[src/rtl/pa_f_spsram_ctrl_if.sv]
// Client-side request/response bundle for the single-port SRAM controller.
// The controller is the slave; the client (TCM or buffer logic) is the master.
interface pa_f_spsram_ctrl_if #(
    parameter int ADDR_WIDTH = 11,
    parameter int DATA_WIDTH = 32
);
    logic                      req_vld;
    logic                      req_rdy;
    logic                      req_wr;
    logic [ADDR_WIDTH-1:0]     req_addr;
    logic [DATA_WIDTH-1:0]     req_wdata;
    logic [DATA_WIDTH/8-1:0]   req_bmask;
    logic                      rsp_vld;
    logic                      rsp_rdy;
    logic [DATA_WIDTH-1:0]     rsp_rdata;
    logic                      init_done;

    modport master (
        output req_vld, req_wr, req_addr, req_wdata, req_bmask, rsp_rdy,
        input  req_rdy, rsp_vld, rsp_rdata, init_done
    );

    modport slave (
        input  req_vld, req_wr, req_addr, req_wdata, req_bmask, rsp_rdy,
        output req_rdy, rsp_vld, rsp_rdata, init_done
    );
endinterface

[src/rtl/pa_f_spsram_ctrl.sv]
// Initiator-side controller for a single-port SRAM: post-reset array fill, then
// valid/ready read/write service with an in-order, backpressured read-response FIFO.
module pa_f_spsram_ctrl #(
    parameter int                    ADDR_WIDTH = 11,
    parameter int                    DATA_WIDTH = 32,
    parameter bit                    INIT_EN    = 1'b1,
    parameter logic [DATA_WIDTH-1:0] INIT_DATA  = '0,
    parameter int                    RSP_DEPTH  = 4
) (
    input  logic                  cpuclk,
    input  logic                  cpurst_b,
    pa_f_spsram_ctrl_if.slave     bus,
    output logic [ADDR_WIDTH-1:0] sram_a,
    output logic                  sram_cen,
    output logic                  sram_gwen,
    output logic [DATA_WIDTH-1:0] sram_wen,
    output logic [DATA_WIDTH-1:0] sram_d,
    input  logic [DATA_WIDTH-1:0] sram_q
);
    localparam int PW = (RSP_DEPTH > 1) ? $clog2(RSP_DEPTH) : 1;
    localparam int CW = $clog2(RSP_DEPTH + 1);

    typedef enum logic {ST_INIT, ST_RUN} state_t;

    state_t                state;
    logic [ADDR_WIDTH-1:0] init_cnt;
    logic                  init_done_q;
    logic                  inflight;
    logic [DATA_WIDTH-1:0] fifo_mem [RSP_DEPTH];
    logic [PW-1:0]         wr_ptr;
    logic [PW-1:0]         rd_ptr;
    logic [CW-1:0]         fifo_cnt;
    logic [CW:0]           occupancy;
    logic                  fill_wr;
    logic                  space;
    logic                  accept;
    logic                  rd_acc;
    logic                  wr_acc;
    logic                  pop;

    function automatic logic [PW-1:0] next_ptr(input logic [PW-1:0] p);
        return (p == PW'(RSP_DEPTH - 1)) ? '0 : p + 1'b1;
    endfunction

    always_ff @(posedge cpuclk or negedge cpurst_b) begin
        if (!cpurst_b) begin
            state       <= ST_INIT;
            init_cnt    <= '0;
            init_done_q <= 1'b0;
        end else begin
            case (state)
                ST_INIT: begin
                    if (!INIT_EN || init_cnt == '1) begin
                        state       <= ST_RUN;
                        init_done_q <= 1'b1;
                    end else begin
                        init_cnt <= init_cnt + 1'b1;
                    end
                end
                default: state <= ST_RUN;
            endcase
        end
    end

    // Fill writes are gated by reset so the SRAM sees the idle pattern while reset is held.
    assign fill_wr   = (state == ST_INIT) && INIT_EN && cpurst_b;
    assign occupancy = {1'b0, fifo_cnt} + {{CW{1'b0}}, inflight};
    assign space     = occupancy < (CW + 1)'(RSP_DEPTH);

    assign bus.init_done = init_done_q;
    assign bus.req_rdy   = init_done_q && (bus.req_wr || space);
    assign accept        = bus.req_vld && bus.req_rdy;
    assign rd_acc        = accept && !bus.req_wr;
    assign wr_acc        = accept && bus.req_wr && (|bus.req_bmask);

    always_comb begin
        // NOTE: every output gets its idle value first, so no path through this block can infer a latch.
        sram_cen  = 1'b1;
        sram_gwen = 1'b1;
        sram_wen  = '1;
        sram_a    = '0;
        sram_d    = '0;
        if (fill_wr) begin
            sram_cen  = 1'b0;
            sram_gwen = 1'b0;
            sram_wen  = '0;
            sram_a    = init_cnt;
            sram_d    = INIT_DATA;
        end else if (wr_acc) begin
            sram_cen  = 1'b0;
            sram_gwen = 1'b0;
            sram_a    = bus.req_addr;
            sram_d    = bus.req_wdata;
            for (int i = 0; i < DATA_WIDTH; i++) begin
                sram_wen[i] = ~bus.req_bmask[i/8];
            end
        end else if (rd_acc) begin
            sram_cen = 1'b0;
            sram_a   = bus.req_addr;
        end
    end

    assign bus.rsp_vld   = (fifo_cnt != '0);
    assign bus.rsp_rdata = bus.rsp_vld ? fifo_mem[rd_ptr] : '0;
    assign pop           = bus.rsp_vld && bus.rsp_rdy;

    // Admission control guarantees a free slot for every in-flight read, so a push never overflows.
    always_ff @(posedge cpuclk or negedge cpurst_b) begin
        if (!cpurst_b) begin
            inflight <= 1'b0;
            wr_ptr   <= '0;
            rd_ptr   <= '0;
            fifo_cnt <= '0;
        end else begin
            inflight <= rd_acc;
            if (inflight) wr_ptr <= next_ptr(wr_ptr);
            if (pop)      rd_ptr <= next_ptr(rd_ptr);
            case ({inflight, pop})
                2'b10:   fifo_cnt <= fifo_cnt + 1'b1;
                2'b01:   fifo_cnt <= fifo_cnt - 1'b1;
                default: fifo_cnt <= fifo_cnt;
            endcase
        end
    end

    // NOTE: the storage array has no reset; rsp_rdata is forced to zero while the FIFO is empty.
    always_ff @(posedge cpuclk) begin
        if (inflight) fifo_mem[wr_ptr] <= sram_q;
    end
endmodule
[src/flat_wrapper.sv]
// flat-port wrapper written by rule: the top's interface ports become plain ports
module pa_f_spsram_ctrl_flat 
#(
    parameter int                    ADDR_WIDTH = 11,
    parameter int                    DATA_WIDTH = 32,
    parameter bit                    INIT_EN    = 1'b1,
    parameter logic [DATA_WIDTH-1:0] INIT_DATA  = '0,
    parameter int                    RSP_DEPTH  = 4
)
  (cpuclk, cpurst_b, sram_a, sram_cen, sram_gwen, sram_wen, sram_d, sram_q, bus_req_vld, bus_req_wr, bus_req_addr, bus_req_wdata, bus_req_bmask, bus_rsp_rdy, bus_req_rdy, bus_rsp_vld, bus_rsp_rdata, bus_init_done);
  pa_f_spsram_ctrl_if #(.ADDR_WIDTH(ADDR_WIDTH), .DATA_WIDTH(DATA_WIDTH)) bus_i ();
  input  logic cpuclk;
  input  logic cpurst_b;
  output logic [ADDR_WIDTH-1:0] sram_a;
  output logic sram_cen;
  output logic sram_gwen;
  output logic [DATA_WIDTH-1:0] sram_wen;
  output logic [DATA_WIDTH-1:0] sram_d;
  input  logic [DATA_WIDTH-1:0] sram_q;
  input wire logic [$bits(bus_i.req_vld)-1:0] bus_req_vld;
  input wire logic [$bits(bus_i.req_wr)-1:0] bus_req_wr;
  input wire logic [$bits(bus_i.req_addr)-1:0] bus_req_addr;
  input wire logic [$bits(bus_i.req_wdata)-1:0] bus_req_wdata;
  input wire logic [$bits(bus_i.req_bmask)-1:0] bus_req_bmask;
  input wire logic [$bits(bus_i.rsp_rdy)-1:0] bus_rsp_rdy;
  output wire logic [$bits(bus_i.req_rdy)-1:0] bus_req_rdy;
  output wire logic [$bits(bus_i.rsp_vld)-1:0] bus_rsp_vld;
  output wire logic [$bits(bus_i.rsp_rdata)-1:0] bus_rsp_rdata;
  output wire logic [$bits(bus_i.init_done)-1:0] bus_init_done;
  assign bus_i.req_vld = bus_req_vld;
  assign bus_i.req_wr = bus_req_wr;
  assign bus_i.req_addr = bus_req_addr;
  assign bus_i.req_wdata = bus_req_wdata;
  assign bus_i.req_bmask = bus_req_bmask;
  assign bus_i.rsp_rdy = bus_rsp_rdy;
  assign bus_req_rdy = bus_i.req_rdy;
  assign bus_rsp_vld = bus_i.rsp_vld;
  assign bus_rsp_rdata = bus_i.rsp_rdata;
  assign bus_init_done = bus_i.init_done;
  pa_f_spsram_ctrl #(.ADDR_WIDTH(ADDR_WIDTH), .DATA_WIDTH(DATA_WIDTH), .INIT_EN(INIT_EN), .INIT_DATA(INIT_DATA), .RSP_DEPTH(RSP_DEPTH)) u_core (.cpuclk(cpuclk), .cpurst_b(cpurst_b), .bus(bus_i), .sram_a(sram_a), .sram_cen(sram_cen), .sram_gwen(sram_gwen), .sram_wen(sram_wen), .sram_d(sram_d), .sram_q(sram_q));
endmodule
[config.mk]
export PLATFORM = sky130hd
export DESIGN_NAME = pa_f_spsram_ctrl_flat
export DESIGN_NICKNAME = d
export VERILOG_FILES = /design/src/rtl/pa_f_spsram_ctrl_if.sv /design/src/rtl/pa_f_spsram_ctrl.sv /design/src/flat_wrapper.sv
export SDC_FILE = /design/constraint.sdc
export NUM_CORES = 1
export LEC_CHECK = 0
export ABC_CLOCK_PERIOD_IN_PS = 2800
export CORE_ASPECT_RATIO = 1.4
export CORE_UTILIZATION = 30
export DETAILED_ROUTE_END_ITERATION = 8
export REMOVE_ABC_BUFFERS = 1
export SETUP_SLACK_MARGIN = 0.5
export SYNTH_ARGS = -nofsm -noshare
export SYNTH_HDL_FRONTEND = slang
export SYNTH_SLANG_ARGS = --single-unit
[constraint.sdc]
create_clock -name cpuclk -period 2.8 [get_ports cpuclk]
set_input_delay 0.42 -clock cpuclk [delete_from_list [all_inputs] [get_ports cpuclk]]
set_output_delay 0.42 -clock cpuclk [all_outputs]
set_load 0.05 [all_outputs]
==> results of run 1 <==
[cells by family after synthesis]
kind of cell               after synthesis  synth area share
xor gates and xnor gates                 5           0.00646
and+or+nand+nor                        132             0.115
AOI/OAI and AO/OA                       36            0.0457
muxes                                   36             0.114
adders and majority gates                8            0.0159
DFF                                    149             0.644
buffers and inverters                   61            0.0588
[layout make-up]
class                   instances  area [um^2]
well taps                     297          372
clock inverters                14          138
fillers                      1861        11400
multi-input cells             219         2320
flip-flops and latches        149         4380
inverters                      10         37.5
clock buffers                  17          425
repair buffers                245         2940
[power by group through the flow]
stage	Clock, W	Sequential [W]	Combinational, W
after global routing	0.00229	0.00253	0.00444
after detailed placement	0	0.00258	0.00314
after CTS	0.00219	0.00253	0.00412
after floorplan	0	0.00269	0.00205
final	0.00215	0.00252	0.00424
after global placement	0	0.00258	0.00312
[what timing repair did]
item | in CTS | in global routing
buffers inserted | 20 | 4
setup endpoints to repair | 108 | 90
cloned | 7 | 1
pin swaps | 15 | 9
hold endpoints to repair | 0 | 0
resized for setup | 123 | 41
[Yosys cell counts, types with 8 or more instances]
library cell,count,area share
o31ai_2,8,0.015
buf_4,31,0.034
nand2_1,26,0.014
dfrtp_1,21,0.077
buf_2,8,0.0059
inv_1,9,0.0050
and2_1,69,0.064
edfxtp_1,128,0.57
mux4_2,32,0.11
[stage by stage]
step	setup WS, ns	util
6_report	0.429	0.482
5_1_grt	0.360	0.482
4_1_cts	0.403	0.472
3_5_place_dp	0.0964	0.418
3_3_place_gp	0.137	0.418
2_1_floorplan	-4.21	-
[state kept, by name, summed over array words and instances, names as in the netlist]
name	flops
u_core.fifo_mem	128
u_core.init_cnt	11
u_core.fifo_cnt	3
u_core.rd_ptr	2
u_core.wr_ptr	2
u_core.bus.init_done	1
u_core.inflight	1
u_core.state	1
[per-layer routing]
metal,share of wire,GRT usage
met2,0.56,0.288
met5,0,0
met4,0.012,0.0475
met1,0.37,0.154
met3,0.059,0.0429
[worst reg2reg max path, delay by kind of cell (launching register included)]
kind,cells,cell delay [ns]
AND/OR/NAND/NOR,3,0.76
flip-flops,1,0.43
buffers and inverters,2,0.24
XOR/XNOR,2,0.31
adder cells (fa/ha/maj),2,0.37
[placed cells by master (no fill, tap or decap), types with 18 or more instances in the layout]
master,synthesis,final
clkbuf_16,0,18
edfxtp_1,128,128
buf_12,0,50
nand2_1,26,26
buf_6,4,23
buf_4,31,69
and2_1,69,27
and2_4,1,39
mux4_2,32,32
clkdlybuf4s50_1,0,77
[worst max path at each step]
stage	slack [ns]	start	end
2_1_floorplan	-4.21	u_core.bus.init_done$_DFFE_PN0P_	sram_wen[0]
3_3_place_gp	0.14	bus_req_wr	sram_a[5]
3_5_place_dp	0.1	bus_req_wr	sram_a[5]
4_1_cts	0.40	u_core.rd_ptr[0]$_DFFE_PN0N_	bus_rsp_rdata[27]
5_1_grt	0.36	u_core.rd_ptr[0]$_DFFE_PN0N_	bus_rsp_rdata[19]
6_report	0.43	u_core.rd_ptr[0]$_DFFE_PN0N_	bus_rsp_rdata[20]
==> results by group, run 1 <==
Critical path
  • Worst reg-to-reg path cell count: 9
  • CP bufs+invs: 3
  • Arrival time worst endpoint: 1.95 ns
  • Top fanout value on the critical path: 8
  • Largest stage delay on the critical path: 0.50 ns
  • Worst Path Required: 2.38 ns
  • Cell family with the largest share of critical-path delay: multiplexers
  • Endpoint of the worst register-to-register path: u_core.fifo_cnt[2]$_DFFE_PN0P_
  • Critical-path top delay cell: mux4_2
  • Most frequent CP cell: buf_12
  • Kind of critical path: register to output port
  • Critical path launch point type: register
  • Cells along the critical path: buf_12 > buf_12 > mux4_2 > and2_4 > buf_6
  • FF-to-FF Start: u_core.fifo_cnt[1]$_DFFE_PN0P_
  • Nature of the critical path endpoint: output port
  • Logic depth of the worst setup path including buffers: 5
  • Register-to-register path setup slack: 0.58 ns

STA
  • Number of setup violations in the final report: 0
  • RSZ-0062 raised after global routing: yes
  • Time the worst path needs with I/O delays and setup: 2.37 ns
  • Max-slew headroom: 0.625
  • Max-slew violation count: 0
  • Highest clock rate: 422 MHz
  • Number of endpoints with negative hold slack in the final report: 0
  • Sum of negative setup slack: 0 ns
  • Worst hold margin: 0.274 ns
  • Period utilisation layout: 0.847
  • Least-Margin Pin Slew: 0.562 ns
  • Worst Skew: 0.00597 ns

Power
  • Share of total power in combinational logic: 0.476
  • Part of the total power dissipated in sequential elements: 0.283
  • Worst ir drop on vdd: 0.576 mV
  • Net Sw Power: 0.00310 W
  • Power density relative to cell area: 840 mW/mm^2
  • Part of the total power dissipated in the clock network: 0.241
  • Switching part of the total: 0.348
  • Total power: 0.00891 W
  • Internal power contribution: 0.00581 W
  • Leak Pwr: 3.93 nW

Floorplanning
  • Core outline area: 0.0220 mm^2
  • Ports placed on the boundary: 196
  • Die Width: 129 um
  • Starting density of the core: 0.308
  • Count of standard-cell rows: 64
  • Area of the die: 0.0232 mm^2
  • Die Y: 180 um

Layout
  • Nets: 734
  • Finished Cell Area: 0.0106 mm^2
  • Antenna fix cells: 0
  • Number of standard cells in the final layout excluding fillers: 951
  • Signed area change from the synthesized netlist to the final layout: 56.4%
  • Proportion of layout cells with a drive suffix above 1: 0.471

Detailed routing
  • Detail Route Antenna Nets: 0
  • Via count: 4432
  • DRC: 0
  • Wirelength per Cell: 17.8 um
  • First-pass DRT Iterations: 5
  • Total wirelength of the detailed-routed design: 17000 um
  • Number of vias per cell after detailed routing: 4.66
  • Number of DRC violations after detailed-routing iteration 0: 210

Global routing
  • Global-route congestion overflow total: 0
  • Global-route wire length before repair: 26000 um
  • Number of global-route vias before repair: 4838
  • Maximum number of pins on one net before global-route repair: 33
  • Number of antenna violations at the first check in global routing: 0
  • Global routing usage summed across all routing layers: 0.151

Clock network
  • CTS tree: done
  • Number of levels in the clock H-tree: 4
  • TritonCTS sink count: 149
  • Clock Latency Late Sink: 0.41 ns
  • Clock-pin transition on the worst setup and hold timing paths: 0.06 ns
  • Buffer depth of the longest clock path: 2
  • TritonCTS Buffers: 17
  • Cell chosen for the clock root: clkbuf_16
  • Hold buffers post-CTS: 0

Synth
  • Unique cell type count in the Yosys netlist: 50
  • Area of the mapped netlist: 0.00678 mm^2
  • Number of enable flip-flop cells after synthesis: 128
  • Fraction of registers with async set/reset: 0.141
  • Yosys warning count: 0
  • Avg Cell Area, Syn: 15.9 um^2
  • Most common flop cell mapped by yosys: edfxtp_1
  • Post-Syn Instances: 427
  • Sequential cell area fraction in the yosys report: 0.644
  • Post-synthesis sequential element count: 149

Min path
  • Type of the tightest min-delay check: primary input to async pin

Placed design
  • Placer Congestion: 0.782
  • Detailed Place HPWL: 11100 um
  • Count of input and output buffers: 195
  • Placement-stage cell area: 0.00921 mm^2
  • Placed Instances: 888

Outcome
  • Outcome: complete, no violations

Job
  • Maximum capacitance violations: 0
(Power assumes the default switching activity.)
==> run 2: changes to the inputs <==
- ABC_CLOCK_PERIOD_IN_PS: 2800 -> 2050
- clock period: 2.8 -> 2.05 ns (I/O delays scaled with it)
==> results by group, run 2 (synthesized netlist as in run 1, its figures left out) <==
STA
  • Time the worst path needs with I/O delays and setup: 2.23 ns
  • RSZ-0062 raised after global routing: yes
  • Worst Skew: 0.00797 ns (+0.00201 ns)
  • Max-slew violation count: 0 (unchanged)
  • Number of setup violations in the final report: 84 (+84)
  • Number of endpoints with negative hold slack in the final report: 0 (unchanged)
  • Max-slew headroom: 0.782 (+0.156)
  • Crit path setup slack, layout: -0.175 ns (-0.605 ns)
  • Least-Margin Pin Slew: 0.328 ns (-0.234 ns)
  • Highest clock rate: 449 MHz
  • Period utilisation layout: 1.09

Clock network
  • Clock Latency Late Sink: 0.42 ns (about the same)
  • Clock-pin transition on the worst setup and hold timing paths: 0.07 ns (about the same)
  • Number of levels in the clock H-tree: 4 (unchanged)
  • CTS tree: done
  • Cell chosen for the clock root: clkbuf_16
  • Hold buffers post-CTS: 0 (unchanged)
  • Buffer depth of the longest clock path: 2 (unchanged)
  • TritonCTS Buffers: 17 (unchanged)
  • TritonCTS sink count: 149 (unchanged)

Detailed routing
  • Detail Route Antenna Nets: 0 (unchanged)
  • Number of vias per cell after detailed routing: 4.71 (+0.99%)
  • Number of DRC violations after detailed-routing iteration 0: 182 (-13%)
  • Total wirelength of the detailed-routed design: 18400 um (+8.8%)
  • DRC: 0 (unchanged)
  • Wirelength per Cell: 18.7 um (+5.1%)
  • First-pass DRT Iterations: 4 (-1)
  • Via count: 4631 (+4.5%)

Layout
  • Signed area change from the synthesized netlist to the final layout: 73.6%
  • Finished Cell Area: 0.0118 mm^2 (+11%)
  • Proportion of layout cells with a drive suffix above 1: 0.562 (+0.0909)
  • Commonest non-fill, non-tap cell in the layout: edfxtp_1
  • Core occupancy in the finished layout: 0.535 (+0.0530)
  • Antenna fix cells: 0 (unchanged)
  • Nets: 766 (+4.4%)
  • Largest reg by FF count: u_core.fifo_mem
  • Commonest cells after routing, fill and taps aside: edfxtp_1, buf_12, clkdlybuf4s50_1
  • Largest registers in the final layout: u_core.fifo_mem: 128 flops, u_core.init_cnt: 11 flops, u_core.fifo_cnt: 3 flops
  • Number of flip-flops under the largest register name: 128 (unchanged)

Floorplanning
  • Ports placed on the boundary: 196 (unchanged)
  • Die Y: 180 um (unchanged)
  • Starting density of the core: 0.308 (unchanged)
  • Core outline area: 0.0220 mm^2 (unchanged)
  • Area of the die: 0.0232 mm^2 (unchanged)
  • Die Width: 129 um (unchanged)
  • Count of standard-cell rows: 64 (unchanged)

Global routing
  • Global-route wire length before repair: 26900 um (+3.4%)
  • Maximum number of pins on one net before global-route repair: 34 (+3.0%)
  • Number of global-route vias before repair: 5081 (+5.0%)
  • Number of antenna violations at the first check in global routing: 0 (unchanged)
  • Global routing usage summed across all routing layers: 0.155 (+0.00434)
  • Global-route congestion overflow total: 0 (unchanged)

Critical path
  • Most frequent CP cell: buf_6
  • Worst Path Required: 1.74 ns (-0.64 ns)
  • CP bufs+invs: 3 (unchanged)
  • Nature of the critical path endpoint: output port
  • Top fanout value on the critical path: 5 (-3)
  • Arrival time worst endpoint: 1.92 ns (-0.03 ns)
  • Largest stage delay on the critical path: 0.50 ns (about the same)
  • Critical-path top delay cell: mux4_2
  • Cell family with the largest share of critical-path delay: multiplexers
  • Cells along the critical path: buf_6 > clkbuf_16 > mux4_2 > and2_4 > buf_6
  • Critical path launch point type: register
  • Kind of critical path: register to output port

Outcome
  • Failing checks: negative setup slack
  • Outcome: finished, violations left

Job
  • Maximum capacitance violations: 0 (unchanged)

Placed design
  • Count of input and output buffers: 195 (unchanged)
  • Placer Congestion: 0.789 (+0.91%)
  • Placement-stage cell area: 0.00942 mm^2 (+2.3%)
  • Detailed Place HPWL: 10800 um (-2.7%)

Power
  • Worst ir drop on vdd: 0.740 mV (+28%)
  • Leak Pwr: 4.41 nW (+12%)
  • Power density relative to cell area: 1060 mW/mm^2 (+26%)

Min path
  • Type of the tightest min-delay check: primary input to async pin
==> run 2: cell types whose count changed in the layout (fill, tap and decap cells not counted), sizes merged <==
cell / before / now
and2: 71 / 70
buf: 159 / 193
clkbuf: 19 / 21
clkdlybuf4s50: 77 / 76
clkinv: 8 / 2
clkinvlp: 3 / 1
inv: 11 / 19
or3: 4 / 3
==> run 2: metal layers <==
| metal | GRT usage | routed length (um) | up-vias | share of wire |
|---|---|---|---|---|
| met1 | 0.151 | 6450 | 2320 | 0.35 |
| met4 | 0.0452 | 357 | 0 | 0.019 |
| met2 | 0.306 | 10400 | 218 | 0.56 |
| met3 | 0.0461 | 1280 | 25 | 0.069 |
| li1 | - | - | 2068 | - |
| met5 | 0 | 0 | - | 0 |
==> run 2: per-stage QoR <==
step           power, W  setup WS, ns  hold slack (ns)  setup TNS, ns  std cells
2_1_floorplan   0.00647         -4.84           0.0119        -190.54        376
3_3_place_gp    0.00792        -0.376            0.501         -17.90        897
3_5_place_dp    0.00796        -0.363            0.513         -17.11        897
4_1_cts          0.0121        -0.222            0.107          -9.02        960
5_1_grt          0.0129        -0.223           0.0944         -15.21        984
6_report         0.0125        -0.175           0.0716          -9.55        984
==> run 2: final cells by class <==
cell class | count | area (um^2)
Timing Repair Buffer | 279 | 3890
Multi-Input combinational cell | 217 | 2490
Inverter | 10 | 37.5
Clock inverter | 14 | 181
Tap cell | 297 | 372
Clock buffer | 18 | 429
Fill cell | 1718 | 10200
Sequential cell | 149 | 4380
==> run 2: report_power, final <==
group          switching (W)  internal (W)
Sequential         0.0000665       0.00335
Combinational        0.00300       0.00286
Clock                0.00133       0.00186
==> run 2: path summary, 6_finish.rpt <==
kind	from	endpoint	slack, ns	cells after the start
max	u_core.rd_ptr[0]$_DFFE_PN0N_	bus_rsp_rdata[25]	-0.18	5
min	cpurst_b	u_core.init_cnt[5]$_DFFE_PN0P_	0.07	2
max reg2reg	u_core.fifo_cnt[2]$_DFFE_PN0P_	u_core.fifo_cnt[2]$_DFFE_PN0P_	0.17	8
min reg2reg	u_core.init_cnt[10]$_DFFE_PN0P_	u_core.init_cnt[10]$_DFFE_PN0P_	0.54	1
max in group asynchronous	cpurst_b	u_core.rd_ptr[0]$_DFFE_PN0N_	1.76	2
min in group cpuclk	bus_req_wr	u_core.inflight$_DFF_PN0_	0.38	3
==> run 2: timing repair <==
item / CTS / global route
pin swaps: 51 / 16
resized for setup: 246 / 60
setup endpoints to repair: 115 / 119
cloned: 6 / 4
setup buffers: 25 / 20
==> run 3: changes to the inputs <==
- ABC_AREA: unset -> 1
==> results by group, run 3 <==
Clock network
  • Cell chosen for the clock root: clkbuf_16
  • Number of levels in the clock H-tree: 4 (unchanged)
  • TritonCTS Buffers: 17 (unchanged)
  • Clock-pin transition on the worst setup and hold timing paths: 0.07 ns (about the same)
  • CTS tree: done
  • Hold buffers post-CTS: 0 (unchanged)
  • Clock Latency Late Sink: 0.40 ns (-0.02 ns)
  • TritonCTS sink count: 149 (unchanged)
  • Buffer depth of the longest clock path: 2 (unchanged)

Global routing
  • Global-route congestion overflow total: 0 (unchanged)
  • Number of global-route vias before repair: 5721 (+13%)
  • Number of antenna violations at the first check in global routing: 0 (unchanged)
  • Maximum number of pins on one net before global-route repair: 45 (+32%)
  • Global-route wire length before repair: 29400 um (+9.2%)
  • Global routing usage summed across all routing layers: 0.166 (+0.0108)

Critical path
  • Arrival time worst endpoint: 1.78 ns (-0.14 ns)
  • Worst reg-to-reg path cell count: 9 (+1)
  • Most frequent CP cell: buf_6
  • Worst Path Required: 1.74 ns (about the same)
  • FF-to-FF Start: u_core.fifo_cnt[0]$_DFFE_PN0P_
  • Kind of critical path: register to output port
  • Largest stage delay on the critical path: 0.41 ns (-0.09 ns)
  • Critical path launch point type: register
  • Endpoint of the worst register-to-register path: u_core.fifo_cnt[2]$_DFFE_PN0P_
  • Nature of the critical path endpoint: output port
  • Cells along the critical path: nor2_4 > buf_6 > clkinv_8 > buf_12 > buf_16 > nand2_4 > nor2_2 > buf_6
  • Register-to-register path setup slack: 0.23 ns (+0.06 ns)
  • Cell family with the largest share of critical-path delay: buffers and inverters
  • CP bufs+invs: 5 (+2)
  • Top fanout value on the critical path: 8 (+3)
  • Critical-path top delay cell: dfrtp_1

Layout
  • Signed area change from the synthesized netlist to the final layout: 72.8%
  • Largest reg by FF count: u_core.fifo_mem
  • Fillers: 1870 (+8.8%)
  • Core occupancy in the finished layout: 0.529 (-0.00575)
  • Commonest cells after routing, fill and taps aside: nor2_1, edfxtp_1, clkdlybuf4s50_1
  • Nets: 1002 (+31%)
  • Largest registers in the final layout: u_core.fifo_mem: 128 flops, u_core.init_cnt: 11 flops, u_core.fifo_cnt: 3 flops
  • Finished Cell Area: 0.0119 mm^2 (+1.2%)
  • Commonest non-fill, non-tap cell in the layout: nor2_1
  • Proportion of layout cells with a drive suffix above 1: 0.389 (-0.173)
  • Antenna fix cells: 0 (unchanged)
  • Number of flip-flops under the largest register name: 128 (unchanged)

Floorplanning
  • Count of standard-cell rows: 65 (+1.6%)
  • Ports placed on the boundary: 196 (unchanged)
  • Starting density of the core: 0.306 (-0.00187)
  • Die Y: 181 um (+0.83%)
  • Core outline area: 0.0225 mm^2 (+2.3%)
  • Die Width: 130 um (+0.82%)
  • Area of the die: 0.0236 mm^2 (+1.7%)

STA
  • Number of setup violations in the final report: 27 (-68%)
  • Time the worst path needs with I/O delays and setup: 2.09 ns (-0.138 ns)
  • RSZ-0062 raised after global routing: yes
  • Max-slew violation count: 0 (unchanged)
  • Crit path setup slack, layout: -0.0377 ns (+0.138 ns)
  • Worst Skew: 0.00894 ns (+0.000969 ns)
  • Least-Margin Pin Slew: 0.375 ns (+0.0472 ns)
  • Highest clock rate: 479 MHz (+6.6%)
  • Number of endpoints with negative hold slack in the final report: 0 (unchanged)
  • Max-slew headroom: 0.750 (-0.0315)
  • Period utilisation layout: 1.02 (-0.0671)
  • Worst hold margin: 0.0664 ns (-0.00515 ns)

Detailed routing
  • Total wirelength of the detailed-routed design: 20600 um (+12%)
  • Number of DRC violations after detailed-routing iteration 0: 125 (-31%)
  • Detail Route Antenna Nets: 0 (unchanged)
  • Via count: 5629 (+22%)
  • First-pass DRT Iterations: 4 (unchanged)
  • Number of vias per cell after detailed routing: 4.60 (-2.3%)
  • Wirelength per Cell: 16.9 um (-10%)
  • DRC: 0 (unchanged)

Placed design
  • Detailed Place HPWL: 11300 um (+4.3%)
  • Placer Congestion: 0.787 (-0.25%)
  • Count of input and output buffers: 195 (unchanged)
  • Placement-stage cell area: 0.00943 mm^2 (+0.19%)

Synth
  • Fraction of registers with async set/reset: 0.141 (unchanged)
  • Area of the mapped netlist: 0.00690 mm^2 (+1.7%)
  • Most instantiated library cell after synthesis: nor2_1
  • Number of enable flip-flop cells after synthesis: 128 (unchanged)
  • Yosys warning count: 0 (unchanged)
  • Top cells by count, synth: nor2_1, edfxtp_1, nand2_1
  • Unique cell type count in the Yosys netlist: 29 (-42%)
  • Sequential cell area fraction in the yosys report: 0.634 (-0.0106)
  • Most common flop cell mapped by yosys: edfxtp_1
  • Top post-synthesis cells by area: edfxtp_1, nor2_1, dfrtp_1
  • Post-synthesis sequential element count: 149 (unchanged)
  • Top-area cell type share of the netlist area: 0.557 (-0.00936)
  • Post-Syn Instances: 695 (+63%)
  • Avg Cell Area, Syn: 9.92 um^2 (-38%)
  • Cell type with the largest total area after synthesis: edfxtp_1

Job
  • Maximum capacitance violations: 0 (unchanged)

Outcome
  • Failing checks: negative setup slack
  • Outcome: finished, violations left

Power
  • Leak Pwr: 4.67 nW (+5.9%)
  • Worst ir drop on vdd: 0.805 mV (+8.8%)
  • Power density relative to cell area: 1190 mW/mm^2 (+12%)

Min path
  • Type of the tightest min-delay check: primary input to async pin
[run 3: worst max-delay path by stage]
stage,startpoint,to,cells after the start
5_1_grt,u_core.fifo_cnt[0]$_DFFE_PN0P_,sram_a[4],9
4_1_cts,u_core.rd_ptr[0]$_DFFE_PN0N_,bus_rsp_rdata[9],6
2_1_floorplan,u_core.state$_DFF_PN0_,sram_wen[0],2
3_3_place_gp,cpurst_b,sram_wen[30],9
3_5_place_dp,bus_rsp_rdy,u_core.fifo_cnt[2]$_DFFE_PN0P_,9
6_report,u_core.state$_DFF_PN0_,sram_d[14],8
[run 3: layout make-up]
class                      count  area, um^2  area share
sequential                   149        4380       0.367
clock buffer                  22         507      0.0425
timing repair buffer         259        3630       0.305
clock inverter                10        81.3     0.00682
multi-input combinational    441        2760       0.232
inverter                      42         188      0.0157
tap                          301         377      0.0316
[run 3: power breakdown]
group | switching [W] | internal, W | total [W] | leakage (nW)
Clock | 0.00121 | 0.00178 | 0.00299 | 0.295
Combinational | 0.00434 | 0.00340 | 0.00774 | 2.96
Sequential | 0.0000796 | 0.00335 | 0.00343 | 1.42
[run 3: kinds of logic (layout without fill, tap and decap cells)]
| group | after synthesis | after routing | share of synthesized area |
|---|---|---|---|
| fa+ha+maj | 8 | 8 | 0.0156 |
| buf+inv | 105 | 333 | 0.0787 |
| simple gates | 313 | 313 | 0.180 |
| xor+xnor | 8 | 8 | 0.0102 |
| flops | 149 | 149 | 0.634 |
| compound gates | 112 | 112 | 0.0822 |
[run 3: routing by layer]
metal | global-route usage | part of all wire
met5 | 0 | 0
met4 | 0.0651 | 0.017
met3 | 0.0401 | 0.064
met2 | 0.307 | 0.55
met1 | 0.177 | 0.37
[run 3: worst register-to-register path: stages, from the launching register on]
cell,delay [ns]
dfrtp_2,0.43
nor3_4,0.07
buf_12,0.15
nor2_4,0.11
ha_4,0.14
inv_2,0.04
fa_2,0.37
a21oi_2,0.17
o21ai_1,0.10
xor2_1,0.15
[run 3: through the flow]
step	worst slack [ns]	setup TNS, ns	std cells	power (W)
finish	-0.0377	-0.696	1224	0.0142
global route	-0.125	-4.72	1224	0.0148
CTS	-0.0356	-0.223	1207	0.0138
detailed placement	-0.0620	-1.29	1153	0.0103
global placement	-0.0232	-0.646	1153	0.0103
floorplan	-7.01	-233.17	632	0.00685
[run 3: repair_timing]
item	in CTS	in global routing
resized for setup	298	107
cloned	7	3
buffers inserted	15	14
setup endpoints to repair	121	177
pin swaps	40	25
